<file path="config.mk">
export PLATFORM = sky130hd
export DESIGN_NAME = bnn_act_packer
export DESIGN_NICKNAME = d
export VERILOG_FILES = /design/src/rtl/bnn_act_packer.sv
export SDC_FILE = /design/constraint.sdc
export NUM_CORES = 1
export LEC_CHECK = 0
export BUFFER_PORTS_ARGS = -buffer_cell sky130_fd_sc_hd__buf_2
export CORE_ASPECT_RATIO = 0.8
export CORE_MARGIN = 5
export CORE_UTILIZATION = 35
export CTS_CLUSTER_DIAMETER = 200
export DETAILED_ROUTE_END_ITERATION = 10
export PLACE_DENSITY = 0.56
export SLEW_MARGIN = 20
export SYNTH_ARGS = -nofsm -noshare
export SYNTH_HDL_FRONTEND = slang
export SYNTH_SLANG_ARGS = --single-unit
</file>
<file path="constraint.sdc">
create_clock -name clk -period 4.2 [get_ports clk]
set_clock_uncertainty 0.05 [all_clocks]
set_input_delay 0.21 -clock clk [delete_from_list [all_inputs] [get_ports clk]]
set_output_delay 0.21 -clock clk [all_outputs]
set_load 0.005 [all_outputs]
</file>
<file path="src/rtl/bnn_act_packer.sv">
// ============================================================================
//  Module   : bnn_act_packer
//  Purpose  : Packs serial binarized PU activations into WORD_W-bit words and
//             queues them in a small FIFO behind a valid/ready handshake.
//  Revision : 1.0 - initial release
// ============================================================================
`default_nettype none

module bnn_act_packer #(
    parameter int WORD_W     = 64,
    parameter int FIFO_DEPTH = 4
) (
    input  logic                         clk,
    input  logic                         reset,
    input  logic                         act_bit,
    input  logic                         act_en,
    input  logic                         flush,
    output logic [WORD_W-1:0]            o_data,
    output logic [$clog2(WORD_W+1)-1:0]  o_nbits,
    output logic                         o_val,
    input  logic                         o_rdy,
    output logic                         overflow
);

    localparam int c_CNT_W = $clog2(WORD_W);
    localparam int c_NB_W  = $clog2(WORD_W + 1);
    localparam int c_PTR_W = $clog2(FIFO_DEPTH);
    localparam int c_OCC_W = $clog2(FIFO_DEPTH + 1);

    logic [WORD_W-1:0]  r_acc;
    logic [c_CNT_W-1:0] r_cnt;

    logic [WORD_W-1:0]  r_mem_data  [FIFO_DEPTH];
    logic [c_NB_W-1:0]  r_mem_nbits [FIFO_DEPTH];
    logic [c_PTR_W-1:0] r_wptr;
    logic [c_PTR_W-1:0] r_rptr;
    logic [c_OCC_W-1:0] r_occ;
    logic               r_overflow;

    logic [WORD_W-1:0]  w_acc_next;
    logic [c_NB_W-1:0]  w_nbits;
    logic               w_last;
    logic               w_push;
    logic               w_pop;
    logic               w_full;
    logic               w_wr;

    // Accumulator including this cycle's bit, so a completing or flushing
    // word can be written straight into the FIFO.
    always_comb begin
        w_acc_next = r_acc;
        if (act_en) begin
            w_acc_next[r_cnt] = act_bit;
        end
    end

    assign w_last  = act_en && (r_cnt == c_CNT_W'(WORD_W - 1));
    assign w_push  = w_last || (flush && ((r_cnt != '0) || act_en));
    assign w_nbits = c_NB_W'(r_cnt) + c_NB_W'(act_en);
    assign w_pop   = o_val && o_rdy;
    assign w_full  = (r_occ == c_OCC_W'(FIFO_DEPTH));
    // A pop on the same edge frees the slot, so a full FIFO can still accept.
    assign w_wr    = w_push && (!w_full || w_pop);

    always_ff @(posedge clk or negedge reset) begin
        if (!reset) begin
            r_acc <= '0;
            r_cnt <= '0;
        end else if (w_push) begin
            r_acc <= '0;
            r_cnt <= '0;
        end else if (act_en) begin
            r_acc <= w_acc_next;
            r_cnt <= r_cnt + c_CNT_W'(1);
        end
    end

    always_ff @(posedge clk or negedge reset) begin
        if (!reset) begin
            for (int i = 0; i < FIFO_DEPTH; i++) begin
                r_mem_data[i]  <= '0;
                r_mem_nbits[i] <= '0;
            end
        end else if (w_wr) begin
            r_mem_data[r_wptr]  <= w_acc_next;
            r_mem_nbits[r_wptr] <= w_nbits;
        end
    end

    always_ff @(posedge clk or negedge reset) begin
        if (!reset) begin
            r_wptr     <= '0;
            r_rptr     <= '0;
            r_occ      <= '0;
            r_overflow <= 1'b0;
        end else begin
            if (w_wr) begin
                r_wptr <= r_wptr + c_PTR_W'(1);
            end
            if (w_pop) begin
                r_rptr <= r_rptr + c_PTR_W'(1);
            end
            if (w_wr && !w_pop) begin
                r_occ <= r_occ + c_OCC_W'(1);
            end else if (!w_wr && w_pop) begin
                r_occ <= r_occ - c_OCC_W'(1);
            end
            if (w_push && !w_wr) begin
                r_overflow <= 1'b1;
            end
        end
    end

    assign o_val    = (r_occ != '0);
    assign o_data   = r_mem_data[r_rptr];
    assign o_nbits  = r_mem_nbits[r_rptr];
    assign overflow = r_overflow;

endmodule

`default_nettype wire
</file>
==> run_results.csv <==
group,metric,value,unit
flow_run,maxCapViolCount,0,
global_routing,grt_max_degree,119,
logic_synthesis,syn_area_per_cell,15.5,um2
critical_path,critPathKind,"flip-flop to flip-flop",
pwr,power.share.clock,37.2,%
pwr,p_int,6410,uW
timing,worst_slew_pin_slew,1.03,ns
cts,clkSlewWorstSetupHoldPaths,0.06,ns
detailed_routing,vias_per_cell,5.22,
logic_synthesis,synth_top_family_by_area,"multiplexers",
timing,maxSlewViolCount,0,
logic_synthesis,synth_warnings,0,
logic_synthesis,ys.flop_type,"dfrtp_1",
logic_synthesis,synth_most_common_cell,"dfrtp_1",
logic_synthesis,synthSimpleGateAreaFrac,3.63,%
critical_path,reg2reg_depth,7,
logic_synthesis,synth_compound_area_share,4.06,%
timing,min_period,3.34,ns
logic_synthesis,seq_area_frac_synth,53.9,%
timing,rsz0062_at_grt,"false",
logic_synthesis,synth_top_area_cell,"dfrtp_1",
cts,cts_root_buf,"clkbuf_16",
timing,holdWs,0.0989,ns
timing,tns,0,ns
logic_synthesis,synth_cell_types,42,
logic_synthesis,synthMuxAreaShare,33.5,%
critical_path,endpoint_kind,"flip-flop",
timing,max_freq,300,MHz
detailed_routing,drt_iter0_drc,459,
cts,post-cts-setup-buffers,0,
floorplan,start_util,35.6,%
logic_synthesis,synthesis.area,0.0168,mm2
cts,clock_latency,0.53,ns
pwr,switchingPower,2590,uW
logic_synthesis,synthCells,1086,
detailed_routing,vias,9402,
finish,area_growth,13.5,%
min_path,hold_depth,3,
global_routing,antenna_found_initial,0,
timing,min_period_over_period,79.5,%
pwr,p_leak,0.00913,uW
logic_synthesis,synth_edf_count,0,
pwr,ir_drop,264,uV
logic_synthesis,syn-num-nets,1102,
logic_synthesis,async_reset_ff_share,100,%
pwr,finalPower,9000,uW
timing,slew_headroom,30.4,%
detailed_routing,drt_wl_total,38.6,mm
placed_design,gp_routability_congestion,0.773,
cts,numCtsBuffers,37,
cts,ctsResizeCount,0,
logic_synthesis,ys_ff_latch,362,
logic_synthesis,synth_area_leaders,"dfrtp_1 54%, mux2_2 22%, mux4_2 9.5%",
floorplan,dieArea,0.0525,mm2
placed_design,port_buffers,78,
critical_path,cp_max_fo,19,
finish,final_nets,1166,
finish,stdcell_count,1800,
detailed_routing,dr.pass1.iters,6,
detailed_routing,routedWlPerCell,21.5,um
logic_synthesis,synth_top_area_share,53.9,%
pwr,power_frac_seq,43.5,%
logic_synthesis,synth_fa_ha_area_share,0.789,%
detailed_routing,ant_nets,0,
floorplan,fp-row-count,71,
timing,final_hold_viol_count,0,
critical_path,start_kind,"flip-flop",
pwr,p_per_area,472,mW/mm2
cts,htree_levels,2,
placed_design,dp_hpwl,23.7,mm
global_routing,grt_pass1_vias,10300,
pwr,p_sw_share,28.8,%
cts,cts_tree,"done",
global_routing,overflow,0,
logic_synthesis,synth.top_cells.by_count,"362 x dfrtp_1, 325 x mux2_2, 71 x mux4_2, 65 x a22o_1, 38 x nand2_1",
timing,setup_viol,0,
global_routing,grt_pass1_wl,62.3,mm
floorplan,core,0.0473,mm2
critical_path,crit_required,4.56,ns
cts,clock_sinks,362,
finish,drive_gt1_share,50.7,%
status,status,"completed",
floorplan,die-height,206,um
placed_design,place_inst,1727,
logic_synthesis,synth_xor_area_share,0.729,%
min_path,hold_path.class,"input pin to flip-flop",
floorplan,die_w,255,um
pwr,p_comb_share,19.4,%
global_routing,grt_use_total,15.0,%
cts,clock_path_buffers,3,
detailed_routing,drc,0,
floorplan,num_io_pins,79,
critical_path,crit_arrival,3.69,ns
stage by stage:
step | setup WS [ns] | utilization (%) | instance area [um2]
final | 0.862 | 40.4 | 19100
after global routing | 0.714 | 40.4 | 19100
after CTS | 0.707 | 40.3 | 19000
after detailed placement | 0.735 | 37.7 | 17800
after global placement | 0.832 | 37.7 | 17800
after floorplan | 1.22 | - | 16800
layer usage:
metal | global-route usage, % | wire length, um
met2 | 23.7 | 18000
met1 | 22.1 | 18500
met4 | 3.11 | 652
met5 | 0 | 0
met3 | 2.54 | 1460
critical path, cell delays in order, from the launching register on:
cell,delay [ns]
dfrtp_1,0.59
or3_1,0.58
o41ai_4,0.70
a21oi_1,0.28
ha_1,0.27
inv_1,0.07
fa_1,0.40
mux2_2,0.26
sequential cells by signal, indices dropped and copies added, names as in the netlist:
signal	cells
r_occ	3
r_acc	64
r_cnt	6
overflow	1
r_wptr	2
r_mem_nbits	28
r_rptr	2
r_mem_data	256
layout make-up:
class | instances | area [um2]
well taps | 620 | 776
flip-flops and latches | 362 | 9060
inverters | 6 | 22.5
diodes | 2 | 5.00
fillers | 4408 | 28200
repair buffers | 106 | 803
multi-input cells | 637 | 7200
clock buffers | 50 | 1010
clock inverters | 17 | 198
what timing repair did:
item	4_1_cts	5_1_grt
hold endpoints to repair	117	0
hold buffers	3	0
endpoints found under the setup margin	0	0
final timing paths:
check | startpoint | slack (ns) | endpoint
worst max-delay path | r_cnt[5] | 0.86 | r_occ[1]
worst min-delay path | act_en | 0.1 | r_cnt[0]
worst max register to register | r_cnt[5] | 0.86 | r_occ[1]
worst min register to register | r_acc[42] | 0.45 | r_acc[42]
max in group asynchronous | reset | 2.72 | r_mem_data[198]
min in group asynchronous | reset | 0.32 | r_mem_nbits[23]
cell usage in the layout, fill, tap and decap left out, drive strengths merged, types with 2 or more instances in the layout:
| cell | instances |
|---|---|
| buf | 103 |
| clkinvlp | 2 |
| and3 | 4 |
| diode | 2 |
| dfrtp | 362 |
| nand2 | 38 |
| or3b | 3 |
| clkinv | 9 |
| and3b | 3 |
| nand3b | 2 |
| a21oi | 5 |
| nor3b | 3 |
| ha | 9 |
| or3 | 3 |
| nand4b | 4 |
| bufinv | 4 |
| dlygate4sd3 | 3 |
| nor2 | 35 |
| mux2 | 350 |
| nand3 | 6 |
| inv | 8 |
| a22o | 65 |
| xor2 | 5 |
| nand4 | 3 |
| xnor2 | 9 |
| nor4bb | 3 |
| nor3 | 2 |
| clkbuf | 50 |
| mux4 | 71 |
| nor4b | 2 |
power groups by stage:
| stage | clock [uW] | combinational [uW] | sequential [uW] |
|---|---|---|---|
| global route | 3590 | 1880 | 3950 |
| global placement | 0 | 1760 | 3980 |
| detailed placement | 0 | 1780 | 3990 |
| finish | 3340 | 1740 | 3920 |
| floorplan | 0 | 1430 | 3760 |
| CTS | 3450 | 1780 | 3930 |
cell families (layout without fill, tap and decap cells):
| kind of cell | Yosys count | count (layout) |
|---|---|---|
| xor gates and xnor gates | 14 | 14 |
| other | 0 | 2 |
| adders and majority gates | 10 | 10 |
| and+or+nand+nor | 119 | 119 |
| buffers and inverters | 87 | 179 |
| muxes | 421 | 421 |
| DFF | 362 | 362 |
| AOI/OAI and AO/OA | 73 | 73 |
(Power assumes the default switching activity.)
